<file path="config.mk">
export PLATFORM = sky130hd
export DESIGN_NAME = mat_stream_out
export DESIGN_NICKNAME = d
export VERILOG_FILES = /design/src/rtl/mat_pkg.sv /design/src/rtl/mat_stream_out_idx.sv /design/src/rtl/mat_stream_out.sv
export SDC_FILE = /design/constraint.sdc
export NUM_CORES = 1
export LEC_CHECK = 0
export BUFFER_PORTS_ARGS = -buffer_cell sky130_fd_sc_hd__buf_4
export CORE_AREA = 5 5 146 148
export DETAILED_ROUTE_END_ITERATION = 12
export DIE_AREA = 0 0 151 153
export PLACE_DENSITY = 0.53
export REMOVE_ABC_BUFFERS = 1
export SYNTH_ARGS = -nofsm -noshare
export SYNTH_HDL_FRONTEND = slang
export SYNTH_SLANG_ARGS = --single-unit
export TNS_END_PERCENT = 10
</file>
<file path="constraint.sdc">
create_clock -name clk -period 2.2 [get_ports clk]
set_input_delay 0.22 -clock clk [delete_from_list [all_inputs] [get_ports clk]]
set_output_delay 0.22 -clock clk [all_outputs]
set_load 0.03 [all_outputs]
</file>
<file path="src/rtl/mat_pkg.sv">
// -----------------------------------------------------------------------------
// mat_pkg
// Shared definitions for the matrix-multiply result path.
//   - default element / matrix size constants
//   - idx_w(): width of a row or column index for an N x N matrix
//   - stream_state_t: unloader FSM state encoding
//   - elem_t: one signed result element at the default width
// -----------------------------------------------------------------------------
package mat_pkg;

   localparam int DEF_W_IN  = 16;
   localparam int DEF_W_OUT = 32;
   localparam int DEF_N     = 2;

   // A 1x1 matrix still needs a 1-bit index so ports never collapse to zero width.
   function automatic int idx_w(input int n);
      return (n > 1) ? $clog2(n) : 1;
   endfunction

   typedef enum logic {
      IDLE   = 1'b0,
      STREAM = 1'b1
   } stream_state_t;

   typedef logic signed [DEF_W_OUT-1:0] elem_t;

endpackage

</file>
<file path="src/rtl/mat_stream_out_idx.sv">
// -----------------------------------------------------------------------------
// mat_idx_counter
// Row-major (row, col) position counter for an N x N matrix.
// Ports:
//   clk, reset   : clock, synchronous active-high reset (indices -> 0)
//   i_clear      : restart at (0,0); wins over i_advance
//   i_advance    : step to the next element in row-major order
//   o_row, o_col : current position
//   o_wrap       : current position is the last element (N-1, N-1)
// -----------------------------------------------------------------------------
module mat_idx_counter
   import mat_pkg::*;
#(
   parameter int N     = DEF_N,
   parameter int IDX_W = idx_w(N)
) (
   input  logic             clk,
   input  logic             reset,
   input  logic             i_clear,
   input  logic             i_advance,
   output logic [IDX_W-1:0] o_row,
   output logic [IDX_W-1:0] o_col,
   output logic             o_wrap
);

   localparam logic [IDX_W-1:0] LAST = IDX_W'(N - 1);

   logic [IDX_W-1:0] r_row;
   logic [IDX_W-1:0] r_col;

   always_ff @(posedge clk) begin
      if (reset || i_clear) begin
         r_row <= '0;
         r_col <= '0;
      end else if (i_advance) begin
         if (r_col == LAST) begin
            r_col <= '0;
            // Wrapping the row back to 0 leaves the indices at (0,0) when idle.
            r_row <= (r_row == LAST) ? '0 : r_row + 1'b1;
         end else begin
            r_col <= r_col + 1'b1;
         end
      end
   end

   assign o_row  = r_row;
   assign o_col  = r_col;
   assign o_wrap = (r_row == LAST) && (r_col == LAST);

endmodule

</file>
<file path="src/rtl/mat_stream_out.sv">
// -----------------------------------------------------------------------------
// mat_stream_out
// Captures a full N x N signed result matrix on a valid_in pulse and unloads it
// element by element, row-major, on a valid/ready stream.
//
// Stream handshake: a beat transfers on a rising edge where m_valid and m_ready
// are both high; while m_valid is high and m_ready is low, m_data, m_row,
// m_col and m_last hold their values; m_valid never drops without a transfer
// (except on reset).
//
// Ports:
//   clk, reset  : clock, synchronous active-high reset
//   valid_in    : single-cycle pulse, result holds a new matrix
//   result      : packed matrix, element (i,j) at (i*N+j)*W_OUT +: W_OUT
//   in_ready    : a capture can happen this cycle (combinational)
//   m_data      : current element
//   m_valid     : stream valid
//   m_ready     : downstream accept
//   m_row/m_col : position of m_data
//   m_last      : m_data is element (N-1, N-1)
//   frame_done  : registered pulse the cycle after the last element transfers
//   overflow    : sticky, a matrix arrived while busy and was dropped
//   dbg_state   : FSM state (0 = IDLE, 1 = STREAM)
// -----------------------------------------------------------------------------
module mat_stream_out
   import mat_pkg::*;
#(
   parameter int W_OUT = DEF_W_OUT,
   parameter int N     = DEF_N,
   localparam int IDX_W = idx_w(N)
) (
   input  logic                   clk,
   input  logic                   reset,
   input  logic                   valid_in,
   input  logic [N*N*W_OUT-1:0]   result,
   output logic                   in_ready,
   output logic [W_OUT-1:0]       m_data,
   output logic                   m_valid,
   input  logic                   m_ready,
   output logic [IDX_W-1:0]       m_row,
   output logic [IDX_W-1:0]       m_col,
   output logic                   m_last,
   output logic                   frame_done,
   output logic                   overflow,
   output logic                   dbg_state
);

   stream_state_t          r_state;
   stream_state_t          w_next_state;
   logic [N*N*W_OUT-1:0]   r_buf;
   logic                   r_frame_done;
   logic                   r_overflow;

   logic                   w_hs;
   logic                   w_last_hs;
   logic                   w_in_ready;
   logic                   w_capture;
   logic                   w_drop;
   logic [IDX_W-1:0]       w_row;
   logic [IDX_W-1:0]       w_col;
   logic                   w_wrap;
   logic [W_OUT-1:0]       w_data;

   assign w_hs       = (r_state == STREAM) && m_ready;
   assign w_last_hs  = w_hs && w_wrap;
   // The slot frees up in the same cycle the last element leaves, so a new
   // matrix can follow back-to-back without an idle beat.
   assign w_in_ready = (r_state == IDLE) || w_last_hs;
   assign w_capture  = valid_in && w_in_ready;
   assign w_drop     = valid_in && !w_in_ready;

   mat_idx_counter #(
      .N     (N),
      .IDX_W (IDX_W)
   ) u_idx (
      .clk       (clk),
      .reset     (reset),
      .i_clear   (w_capture),
      .i_advance (w_hs),
      .o_row     (w_row),
      .o_col     (w_col),
      .o_wrap    (w_wrap)
   );

   // FSM state register
   always_ff @(posedge clk) begin
      if (reset) begin
         r_state <= IDLE;
      end else begin
         r_state <= w_next_state;
      end
   end

   // FSM next state: a capture always (re)starts a frame, otherwise the last
   // transfer empties the buffer.
   always_comb begin
      w_next_state = r_state;
      if (w_capture) begin
         w_next_state = STREAM;
      end else if (w_last_hs) begin
         w_next_state = IDLE;
      end
   end

   // Capture buffer and status flags
   always_ff @(posedge clk) begin
      if (reset) begin
         r_buf        <= '0;
         r_frame_done <= 1'b0;
         r_overflow   <= 1'b0;
      end else begin
         if (w_capture) begin
            r_buf <= result;
         end
         r_frame_done <= w_last_hs;
         if (w_drop) begin
            r_overflow <= 1'b1;
         end
      end
   end

   // Element select from the registered buffer and registered indices.
   always_comb begin
      w_data = '0;
      for (int i = 0; i < N; i++) begin
         for (int j = 0; j < N; j++) begin
            if ((w_row == IDX_W'(i)) && (w_col == IDX_W'(j))) begin
               w_data = r_buf[(i*N + j)*W_OUT +: W_OUT];
            end
         end
      end
   end

   assign in_ready   = w_in_ready;
   assign m_valid    = (r_state == STREAM);
   assign m_data     = w_data;
   assign m_row      = w_row;
   assign m_col      = w_col;
   assign m_last     = (r_state == STREAM) && w_wrap;
   assign frame_done = r_frame_done;
   assign overflow   = r_overflow;
   assign dbg_state  = r_state;

endmodule

</file>
# Yosys cells after proc, flatten, opt, wreduce, memory -nomap -nowiden
# Index checks and enable logic that the tools add are counted.
totals:
  ff_bits: 133
  latchBits: 0
  mem_bits_rw: 0
  mem_bits_ro: 0
  inputBits: 132
  wordCells: 33
  memories: 0
op_classes:
  addsub: 2
  multipliers: 0
  n_div: 0
  magnitude_cmp: 0
  n_eq_ne: 0
  shifts: 0
  muxes: 8
  bitwise: 3
  reduce_logical: 14
op_table:
  columns: ["cell", "n"]
  rows:
  - ["$mux W32", 4]
  - ["$logic_and A1 B1 Y1", 9]
  - ["$mux W1", 4]
  - ["$not A1 Y1", 3]
  - ["$add A1 B1 Y1 const B", 2]
  - ["$logic_or A1 B1 Y1", 2]
  - ["$reduce_and A2 Y1", 1]
  - ["$reduce_bool A2 Y1", 1]
  - ["$logic_not A1 Y1", 1]

# Depth between registers and ports, before layout
# Gate-level depths: netlist of run 1.
depth:
  ltp_word: 6
  depth_mapped: 6
  ltp_nobuf: 3

# Cells and area by module
# Synthesis of run 1 repeated with hierarchy kept, for this count alone.
unflattened:
  hier_cells: 618
  area_unflattened_um2: 6707.7
by_module_without_submodules:
  columns: ["mod", "instances", "cells_each", "area_each_um2", "seq_area_each_um2"]
  rows:
  - ["mat_stream_out", 1, 609, 6616.3, 2622.5]
  - ["mat_idx_counter", 1, 9, 91.3, 40.0]

# Worst setup path after synthesis of run 1
# OpenSTA, ideal clock, no wires.
synth_timing:
  path_type: "register -> output"
  from: "register u_idx.r_col, in the netlist u_idx.o_col"
  to: "output m_data[10]"
  t_arrival_ps: 1646
  t_required_ps: 1980
  setup_slack_ps: 334
  path_stages_with_launch: 4
  n_path_buf: 2
  path_cell_list: "dfxtp_1 -> buf_4 -> buf_6 -> mux4_2"
synth_between:
  elab_chain_len: 6
  word_cells_on_any_way: 9
synth_rtl:
  columns: ["item", "line", "source"]
  rows:
  - ["start: declaration", "mat_stream_out_idx.sv:29", "logic [IDX_W-1:0] r_col;"]
  - ["start signal: assignment", "mat_stream_out_idx.sv:41", "r_col <= r_col + 1'b1;"]
  - ["$not A1 Y1", "mat_stream_out.sv:127", "if ((w_row == IDX_W'(i)) && (w_col == IDX_W'(j))) begin"]
  - ["$logic_and A1 B1 Y1", "mat_stream_out.sv:127", null]
  - ["$mux W32 (3 in series)", "mat_stream_out.sv:127", null]
  - ["$mux W32 (*)", "mat_stream_out.sv:127", null]
  - ["end: declaration", "mat_stream_out.sv:37", "output logic [W_OUT-1:0] m_data,"]
# Every way passes the cells marked *; elsewhere a longest branch is shown, timed or not.

# Worst setup path in the final report of run 1
layout_timing:
  from: "register u_idx.r_row, in the netlist u_idx.o_row"
  to: "output m_data[22]"
layout_between:
  elab_chain_len: 6
  word_cells_on_any_way: 9
layout_rtl:
  columns: ["item", "line", "source"]
  rows:
  - ["start: declaration", "mat_stream_out_idx.sv:28", "logic [IDX_W-1:0] r_row;"]
  - ["start signal: assignment", "mat_stream_out_idx.sv:39", "r_row <= (r_row == LAST) ? '0 : r_row + 1'b1;"]
  - ["$not A1 Y1", "mat_stream_out.sv:127", null]
  - ["$logic_and A1 B1 Y1", "mat_stream_out.sv:127", null]
  - ["$mux W32 (3 in series)", "mat_stream_out.sv:127", null]
  - ["$mux W32 (*)", "mat_stream_out.sv:127", null]
# Marks and branches as above.

==> metrics.md, run 1 <==
| Metric | Value |
|---|---|
| Status | `completed` |
| Drt wl/cell | `14.98 µm` |
| Distinct cells, synth | `21` |
| HPWL Detailed | `approximately 11 mm` |
| IO Count | `172` |
| Hold path cells | `3` |
| WS Path Type | `flip-flop to output port` |
| Total Power | `6.418 mW` |
| Worst Path Required | `just under 2 ns` |
| Worst R2R Setup Slack | `0.44 ns` |
| Crit path time final | `between 2 and 2.5 ns` |
| Die ar. | `23100 µm²` |
| Post-synthesis sequential area ratio | `38.95%` |
| Initial antenna violation count | `0` |
| Gate power share | `15.5%` |
| Port-buffer cells | `171` |
| Crit path depth | `3` |
| Mapped Area | `between 6000 and 7000 µm²` |
| Final Setup Violations | `0` |
| Drt drc | `0` |
| Area Growth Syn to Fin | `28.62%` |
| Most numerous cell in the Yosys netlist | `nand2b_1` |
| Ys flop type | `dfxtp_1` |
| Iteration-0 DRC Markers | `180` |
| Post-Synth XOR/XNOR Area | `0%` |
| Leak | `3.613 nW` |
| Pin count of the biggest net entering global routing | `between 100 and 150` |
| Adder-Cell Fraction of Synth Area | `0%` |
| Cells along the critical path | `buf_4, mux4_2, buf_4` |
| Synth warn | `0` |
| Area contributors post-synth | `dfxtp_1 39%, nand2b_1 23%, mux2i_1 19%` |
| Reg power frac | `approximately two fifths` |
| Int Power | `4.808 mW` |
| Simple-gate share of the synthesized area | `24.21%` |
| Worst path slowest cell | `dfxtp_2` |
| Unrepaired setup endpoints after global routing | `no` |
| Vias in the first global route | `5079` |
| All-Layer GR Usage | `13.84%` |
| Fmax | `roughly 500 MHz` |
| Avg Cell Area, Syn | `approximately 11 µm²` |
| Vias | `4764` |
| VDD IR max | `0.4760 mV` |
| H-tree Lvls | `4` |
| Clock Latency Late Sink | `0.41 ns` |
| CTS tree | `built` |
| Clk slew on worst S/H paths | `0.05 ns` |
| Layout cells sized above 1 | `approximately a third` |
| Crit path max-delay family | `buffers and inverters` |
| Worst Path Buf+Inv | `2` |
| Switching power | `1.610 mW` |
| Setup Skew | `0.008542 ns` |
| Slew @ Worst Pin | `about 0.47 ns` |
| Post-synth top area cell | `dfxtp_1` |
| Arrival time worst endpoint | `between 1.5 and 2 ns` |
| Clk buf depth | `2` |
| Antenna-violating nets left | `0` |
| Main combinational cell family by area after synthesis | `multiplexers` |
| Inserted Clock Buffers | `17` |
| Setup_tns | `0 ns` |
| Number of flops mapped to enable cells by yosys | `0` |
| Gr ovfl total | `0` |
| Cells after Synth | `620` |
| Post-synth ARST share | `0%` |
| Synth top area share | `38.95%` |
| Initial Utilization | `between 30% and 40%` |
| Pwr/cell area | `729.9 nW/µm²` |
| Flops & latches, synth | `between 100 and 150` |
| Standard-cell rows | `52` |
| CTS Sinks | `roughly 130` |
| Mux cell area share after synthesis | `29.45%` |
| Hold Worst Slack | `0.06924 ns` |
| Routed wire length | `15.83 mm` |
| Hold Crit Class | `input port to flip-flop` |
| Die Span Y | `between 150 and 200 µm` |
| Core Util, Final | `44.17%` |
| Post-route cell area | `8793 µm²` |
| Synth Area in Compound Gates | `0.8602%` |
| Clk network pwr share | `43.2%` |
| Relative slew slack | `~68%` |
| Clk root buf | `clkbuf_16` |
| Synth cell count leaders | `256 x nand2b_1, 133 x dfxtp_1, 128 x mux2i_1, 32 x clkbuf_1, 32 x mux4_2` |
| CP most frequent cell | `buf_4` |
| Max cap viols | `0` |
| Layout Nets | `approximately 900` |
| Vias per std cell | `4.507` |
| Final Hold Vio Count | `0` |
| Max Slew Vio Count | `0` |
| Core ar. | `19910 µm²` |
| Worst R2R Path Depth | `5` |
| Gpl congestion | `0.7563` |
| CP max stage delay | `0.48 ns` |
| Worst setup SP type | `flip-flop` |
| Post-DP Area | `8182 µm²` |
| Crit end category | `output port` |
| First-pass GRT wire length | `around 26 mm` |
| Sw frac | `25.09%` |
| Drt pass-1 iters | `4` |
| Critical Path Fanout Max | `17` |
| Fin crit share | `between 90 and 100%` |
| Antenna diodes | `0` |
| Die X | `151 µm` |
==> kinds of logic after synthesis <==
logic type      count (synthesis)
mux                           161
flops                         133
simple gates                  265
buf+inv                        53
compound gates                  8
==> power by group through the flow <==
| stage | logic [mW] | clock network [mW] | registers [mW] |
|---|---|---|---|
| finish | 0.995 | 2.77 | 2.65 |
| global route | 1.08 | 2.98 | 2.67 |
| global placement | 0.978 | 0 | 2.70 |
| floorplan | 0.587 | 0 | 2.70 |
| detailed placement | 0.999 | 0 | 2.71 |
| CTS | 1.00 | 2.88 | 2.66 |
==> stage by stage <==
step           setup slack, ns  std cells
4_1_cts                0.02297       1052
5_1_grt                0.08019       1057
2_1_floorplan           -3.322        567
3_5_place_dp            0.4177       1020
6_report                0.1673       1057
3_3_place_gp            0.4776       1020
==> path summary, 6_finish.rpt <==
| check | endpoint | start |
|---|---|---|
| worst max register to register | r_buf[11]$_SDFFE_PP0P_ | u_idx.o_col$_SDFFE_PP0N_ |
| worst min-delay path | dbg_state$_SDFFE_PP0P_ | valid_in |
| worst min register to register | r_buf[30]$_SDFFE_PP0P_ | r_buf[30]$_SDFFE_PP0P_ |
| worst max-delay path | m_data[22] | u_idx.o_row$_SDFFE_PP0P_ |
==> per-layer routing <==
| metal | vias to the layer above | routed length, µm | GRT usage, % |
|---|---|---|---|
| met5 | - | 0 | 0 |
| met4 | 0 | 163 | 4.145 |
| met3 | 14 | 1069 | 4.738 |
| met2 | 107 | 7757 | 22.97 |
| met1 | 2255 | 6839 | 16.93 |
| li1 | 2388 | - | - |
==> worst min-delay path: cells and delay by family <==
kind	cells	cell delay (ns)
and+or+nand+nor	1	0.07
buffers and inverters	1	0.11
AOI/OAI and AO/OA	1	0.04
==> timing repair <==
action / 4_1_cts / 5_1_grt
endpoints found under the hold margin: 0 / 0
hold buffers: 0 / 0
resized for setup: 0 / 0
buffers inserted: 0 / 5
endpoints found under the setup margin: 0 / 7
==> sequential cells by signal, indices dropped and copies added (netlist names) <==
name	cells
r_buf	128
dbg_state	1
frame_done	1
overflow	1
u_idx.o_col	1
u_idx.o_row	1
==> layout make-up <==
| cell class | count | area, µm² |
|---|---|---|
| clock buffers | 19 | 442.9 |
| clock inverters | 13 | 131.4 |
| fillers | 1926 | 11120 |
| multi-input cells | 434 | 3727 |
| flip-flops and latches | 133 | 2668 |
| well taps | 270 | 337.8 |
| repair buffers | 188 | 1486 |
==> cells in the final DEF, fill, tap and decap left out, types with 2 or more instances in the layout <==
| cell | n |
|---|---|
| nand2b_1 | 256 |
| buf_4 | 182 |
| dfxtp_1 | 131 |
| mux2i_1 | 128 |
| mux4_2 | 32 |
| clkbuf_16 | 17 |
| buf_12 | 6 |
| clkinv_2 | 5 |
| a21oi_1 | 3 |
| nor2_1 | 3 |
| clkinvlp_4 | 3 |
| nand2_1 | 2 |
| a31oi_1 | 2 |
| bufinv_16 | 2 |
Note: power is estimated with default switching activity, not from simulation.
==> run 2: changes to the inputs <==
--- a/config.mk
+++ b/config.mk
@@ -6,9 +6,9 @@
 export NUM_CORES = 1
 export LEC_CHECK = 0
 export BUFFER_PORTS_ARGS = -buffer_cell sky130_fd_sc_hd__buf_4
-export CORE_AREA = 5 5 146 148
+export CORE_AREA = 5 5 125 174
 export DETAILED_ROUTE_END_ITERATION = 12
-export DIE_AREA = 0 0 151 153
+export DIE_AREA = 0 0 130 179
 export PLACE_DENSITY = 0.53
 export REMOVE_ABC_BUFFERS = 1
 export SYNTH_ARGS = -nofsm -noshare
==> metrics.md, run 2 (synthesis results as in run 1) <==
| Metric | Value |
|---|---|
| Max Slew Vio Count | `0` |
| Max reg flops | `128` |
| Arrival time worst endpoint | `~1.8 ns` |
| All-Layer GR Usage | `14.09%` |
| Vias in the first global route | `5150` |
| PnR worst setup slack | `0.1712 ns` |
| Drt drc | `0` |
| Standard-cell rows | `61` |
| Gpl congestion | `0.7566` |
| Clk network pwr share | `45.6%` |
| Pin count of the biggest net entering global routing | `roughly 110` |
| Relative slew slack | `68.05%` |
| Vias | `4750` |
| Final Hold Vio Count | `0` |
| Placed insts | `1001` |
| Die Span Y | `around 180 µm` |
| Reg power frac | `between 30% and 40%` |
| Hold Crit Class | `input port to flip-flop` |
| Worst setup SP type | `flip-flop` |
| Leak | `3.633 nW` |
| VDD IR max | `0.4567 mV` |
| Unrepaired setup endpoints after global routing | `no` |
| Hold Worst Slack | `0.07226 ns` |
| Total Power | `6.718 mW` |
| Gate power share | `14.9%` |
| Int Power | `5.106 mW` |
| Switching power | `approximately 1.6 mW` |
| Worst Path Required | `1.98 ns` |
| WS Path Type | `flip-flop to output port` |
| Routed wire length | `around 16 mm` |
| Die X | `between 100 and 150 µm` |
| Commonest non-fill, non-tap cells in the layout | `256 x nand2b_1, 173 x buf_4, 131 x dfxtp_1, 128 x mux2i_1, 32 x mux4_2` |
| Post-CTS Resized | `0` |
| IO Count | `~170` |
| Die ar. | `23270 µm²` |
| Initial Utilization | `between 30% and 40%` |
| Worst slack at placement | `0.5715 ns` |
| Fmax | `492.9 MHz` |
| Layout cells sized above 1 | `approximately a third` |
| Drt pass-1 iters | `4` |
| Vias per std cell | `4.594` |
| Most flops, register | `r_buf` |
| Crit end category | `output port` |
| Critical Path Fanout Max | `20` |
| Sw frac | `24.00%` |
| CTS tree | `built` |
| Core ar. | `19840 µm²` |
| Setup bufs post-CTS | `0` |
| Crit path time final | `between 2 and 2.5 ns` |
| Iteration-0 DRC Markers | `175` |
| Drt wl/cell | `between 15 and 20 µm` |
| Port-buffer cells | `171` |
| First-pass GRT wire length | `25.54 mm` |
| Clk slew on worst S/H paths | `approximately 0.060 ns` |
| Clk root buf | `clkbuf_16` |
| Initial antenna violation count | `1` |
| Status | `completed` |
| Max cap viols | `0` |
| Antenna-violating nets left | `0` |
| Non-Filler Instances | `1034` |
| Slew @ Worst Pin | `~0.48 ns` |
| Core Util, Final | `44.50%` |
| Area Growth Syn to Fin | `29.17%` |
| HPWL Detailed | `around 11 mm` |
| Final Setup Violations | `0` |
| Commonest non-fill, non-tap cell in the layout | `nand2b_1` |
| Layout Nets | `900` |
| Gr ovfl total | `0` |
| H-tree Lvls | `4` |
| Setup Skew | `around 0.0048 ns` |
| Pwr/cell area | `760.7 nW/µm²` |
| Clk buf depth | `2` |
| Clock Latency Late Sink | `a little over 0.4 ns` |
| CTS Sinks | `133` |
| Inserted Clock Buffers | `17` |
| Hold buffer count at cts | `0` |
| Fin crit share | `between 90% and 100%` |
[run 2: changes by cell type in the layout (fill, tap and decap cells not counted), sizes merged]
cell	before	now
clkbuf	19	20
clkinvlp	3	0
bufinv	2	4
clkinv	6	7
diode	0	1
buf	188	182
inv	2	1
[run 2: layer usage]
layer | vias to the layer above | GRT usage [%] | share of wire (%)
met3 | 18 | 3.249 | 4.2
li1 | 2377 | - | -
met4 | 0 | 5.243 | 2.0
met1 | 2261 | 16.08 | 40
met5 | - | 0 | 0
met2 | 94 | 25.34 | 54
[run 2: final timing paths]
path	startpoint	end	slack [ns]	depth (start not counted)
setup reg to reg	u_idx.o_col$_SDFFE_PP0N_	r_buf[76]$_SDFFE_PP0P_	0.59	5
hold / removal	result[102]	r_buf[102]$_SDFFE_PP0P_	0.07	3
hold reg to reg	r_buf[44]$_SDFFE_PP0P_	r_buf[44]$_SDFFE_PP0P_	0.47	2
setup / recovery	u_idx.o_col$_SDFFE_PP0N_	m_data[28]	0.17	3
[run 2: critical path, stage by stage (launching register included)]
cell	delay, ns
dfxtp_2	0.42
buf_12	0.23
mux4_2	0.55
buf_4	0.19
[run 2: cell type report]
type | instances | area, µm²
clock inverter | 12 | 175.2
antenna | 1 | 2.502
multi-input combinational | 434 | 3727
clock buffer | 20 | 466.7
tap | 252 | 315.3
timing repair buffer | 182 | 1479
fill | 1917 | 11010
sequential | 133 | 2665
[run 2: power by group through the flow]
stage	registers (mW)	logic [mW]	clock network [mW]
after floorplan	2.70	0.587	0
after global placement	2.70	0.998	0
after detailed placement	2.70	1.02	0
final	2.65	1.00	3.07
after CTS	2.65	1.02	3.15
after global routing	2.67	1.09	3.26
[run 2: stage by stage]
stage / cell area [µm²] / TNS (ns)
floorplan: 6390 / -445.34
global placement: 8187 / 0
detailed placement: 8187 / 0
CTS: 8828 / 0
global route: 8831 / 0
finish: 8831 / 0
==> run 3: changes to the inputs <==
--- a/config.mk
+++ b/config.mk
@@ -7,6 +7,7 @@
 export LEC_CHECK = 0
 export BUFFER_PORTS_ARGS = -buffer_cell sky130_fd_sc_hd__buf_4
 export CORE_AREA = 5 5 125 174
+export CTS_CLUSTER_SIZE = 24
 export DETAILED_ROUTE_END_ITERATION = 12
 export DIE_AREA = 0 0 130 179
 export PLACE_DENSITY = 0.53
==> constraint.sdc (replaced) <==
create_clock -name clk -period 2.1 [get_ports clk]
set_input_delay 0.21 -clock clk [delete_from_list [all_inputs] [get_ports clk]]
set_output_delay 0.21 -clock clk [all_outputs]
set_load 0.03 [all_outputs]
==> metrics.md, run 3 (synthesis results as in run 1) <==
| Metric | Value |
|---|---|
| Critical Path Fanout Max | `21` |
| Hold path cells | `3` |
| Max Slew Vio Count | `0` |
| Standard-cell rows | `61` |
| Vias in the first global route | `between 5000 and 6000` |
| Total Power | `between 6 and 7 mW` |
| Post-DP Area | `8159 µm²` |
| Port-buffer cells | `171` |
| Relative slew slack | `between 60% and 70%` |
| Max reg flops | `128` |
| Layout Nets | `898` |
| All-Layer GR Usage | `13.98%` |
| Critical R2R Capture | `r_buf[126]$_SDFFE_PP0P_` |
| Commonest non-fill, non-tap cell in the layout | `nand2b_1` |
| Core Util, Final | `44.26%` |
| Antenna-violating nets left | `0` |
| Setup bufs post-CTS | `0` |
| Worst Path Required | `between 1.5 and 2 ns` |
| Max cap viols | `0` |
| Fmax | `about 500 MHz` |
| Clk root buf | `clkbuf_16` |
| H-tree Lvls | `4` |
| Arrival time worst endpoint | `between 1.5 and 2 ns` |
| Worst R2R Setup Slack | `0.46 ns` |
| Drt wl/cell | `15.41 µm` |
| Drt drc | `0` |
| Gr ovfl total | `0` |
| Setup Skew | `around 0.008 ns` |
| WS Path Type | `flip-flop to output port` |
| Die Span Y | `~180 µm` |
| Crit path time final | `between 2 and 2.5 ns` |
| Commonest non-fill, non-tap cells in the layout | `256 x nand2b_1, 172 x buf_4, 131 x dfxtp_1, 128 x mux2i_1, 32 x mux4_2` |
| Hold Crit Class | `input port to flip-flop` |
| Clk buf depth | `2` |
| Vias per std cell | `4.646` |
| Initial antenna violation count | `0` |
| Iteration-0 DRC Markers | `roughly 180` |
| Leak | `~3.6 nW` |
| Core ar. | `about 20000 µm²` |
| Pin count of the biggest net entering global routing | `79` |
| Worst path slowest cell | `mux4_2` |
| IO Count | `~170` |
| Clk slew on worst S/H paths | `0.05 ns` |
| Met1 Use GR | `16.36%` |
| Setup_tns | `0 ns` |
| Cells along the critical path | `buf_12, mux4_2, buf_4` |
| CP max stage delay | `0.55 ns` |
| Routed wire length | `15.89 mm` |
| Initial Utilization | `about a third` |
| Hold_sp | `valid_in` |
| HPWL Detailed | `11.09 mm` |
| Fillers | `1934` |
| Area Growth Syn to Fin | `28.48%` |
| R2r startpoint | `u_idx.o_col$_SDFFE_PP0N_` |
| VDD IR max | `0.4825 mV` |
| Vias | `4790` |
| Worst R2R Path Depth | `4` |
| Pwr/cell area | `790.4 nW/µm²` |
| GR peak layer | `met2` |
| CTS Sinks | `133` |
| Slew @ Worst Pin | `0.5461 ns` |
| Hold buffer count at cts | `0` |
| Die X | `130 µm` |
| CTS tree | `built` |
| Crit end category | `output port` |
| Grt met2 use | `24.74%` |
| Inserted Clock Buffers | `17` |
| Unrepaired setup endpoints after global routing | `no` |
| Final Hold Vio Count | `0` |
| Most flops, register | `r_buf` |
| Gpl congestion | `0.7397` |
| Worst setup SP type | `flip-flop` |
| Layout cells sized above 1 | `a little under a third` |
| Clock Latency Late Sink | `roughly 0.4 ns` |
| Worst Path Buf+Inv | `2` |
| Post-CTS Resized | `0` |
| Fin crit share | `a little over nine tenths` |
| First-pass GRT wire length | `25.52 mm` |
| WHS Endpoint | `dbg_state$_SDFFE_PP0P_` |
| Die ar. | `23270 µm²` |
| Antenna diodes | `0` |
| Crit path max-delay family | `multiplexers` |
| Final Setup Violations | `0` |
| Drt pass-1 iters | `6` |
| GR Util met3 | `under 10%` |
| Post-route cell area | `8783 µm²` |
| Status | `completed` |
run 3: cell types whose count changed in the layout (fill, tap and decap cells not counted), sizes merged:
| cell | change |
|---|---|
| diode | -1 |
| buf | -2 |
| inv | -1 |
| clkbuf | -1 |
| clkinvlp | +2 |
run 3: worst max path at each step:
stage                                   startpoint                       to  slack, ns  cells past startpoint
after global placement    u_idx.o_col$_SDFFE_PP0N_               m_data[28]       0.51                      3
after global routing      u_idx.o_col$_SDFFE_PP0N_               m_data[28]       0.02                      3
after floorplan           u_idx.o_col$_SDFFE_PP0N_    r_buf[0]$_SDFFE_PP0P_      -3.42                      3
after detailed placement  u_idx.o_col$_SDFFE_PP0N_  r_buf[126]$_SDFFE_PP0P_       0.44                      4
final                     u_idx.o_col$_SDFFE_PP0N_               m_data[28]       0.09                      3
after CTS                 u_idx.o_col$_SDFFE_PP0N_               m_data[28]       0.05                      3
run 3: area by class of cell:
cell class	instances	area [µm²]	share of cell area, %
multi-input combinational	434	3727	42.44
clock buffer	19	442.9	5.043
sequential	133	2665	30.34
clock inverter	13	181.4	2.066
tap	252	315.3	3.590
timing repair buffer	180	1451	16.52
run 3: power by group:
group	switching (mW)	leakage, nW	internal, mW	total (mW)
Clock	1.11	0.303	2.01	3.13
Combinational	0.466	2.20	0.572	1.04
Sequential	0.0887	1.09	2.69	2.77
run 3: metrics by stage:
stage                     std cells  hold WS [ns]  setup WS [ns]
after floorplan                 567        0.2824         -3.422
after global placement          999        0.4561         0.5074
after detailed placement        999        0.4605         0.4424
after CTS                      1031       0.03716        0.05206
after global routing           1031       0.04932        0.02283
final                          1031       0.06288        0.09155
run 3: worst reg2reg max path, stage by stage (launching register included):
cell      delay (ns)
dfxtp_2         0.41
nand3_4         0.13
a21boi_4        0.24
buf_12          0.44
mux2i_1         0.34
run 3: layer usage:
metal,wire (µm),vias to the layer above
li1,-,2381
met4,300,0
met1,6346,2282
met2,8513,108
met5,0,-
met3,727,19
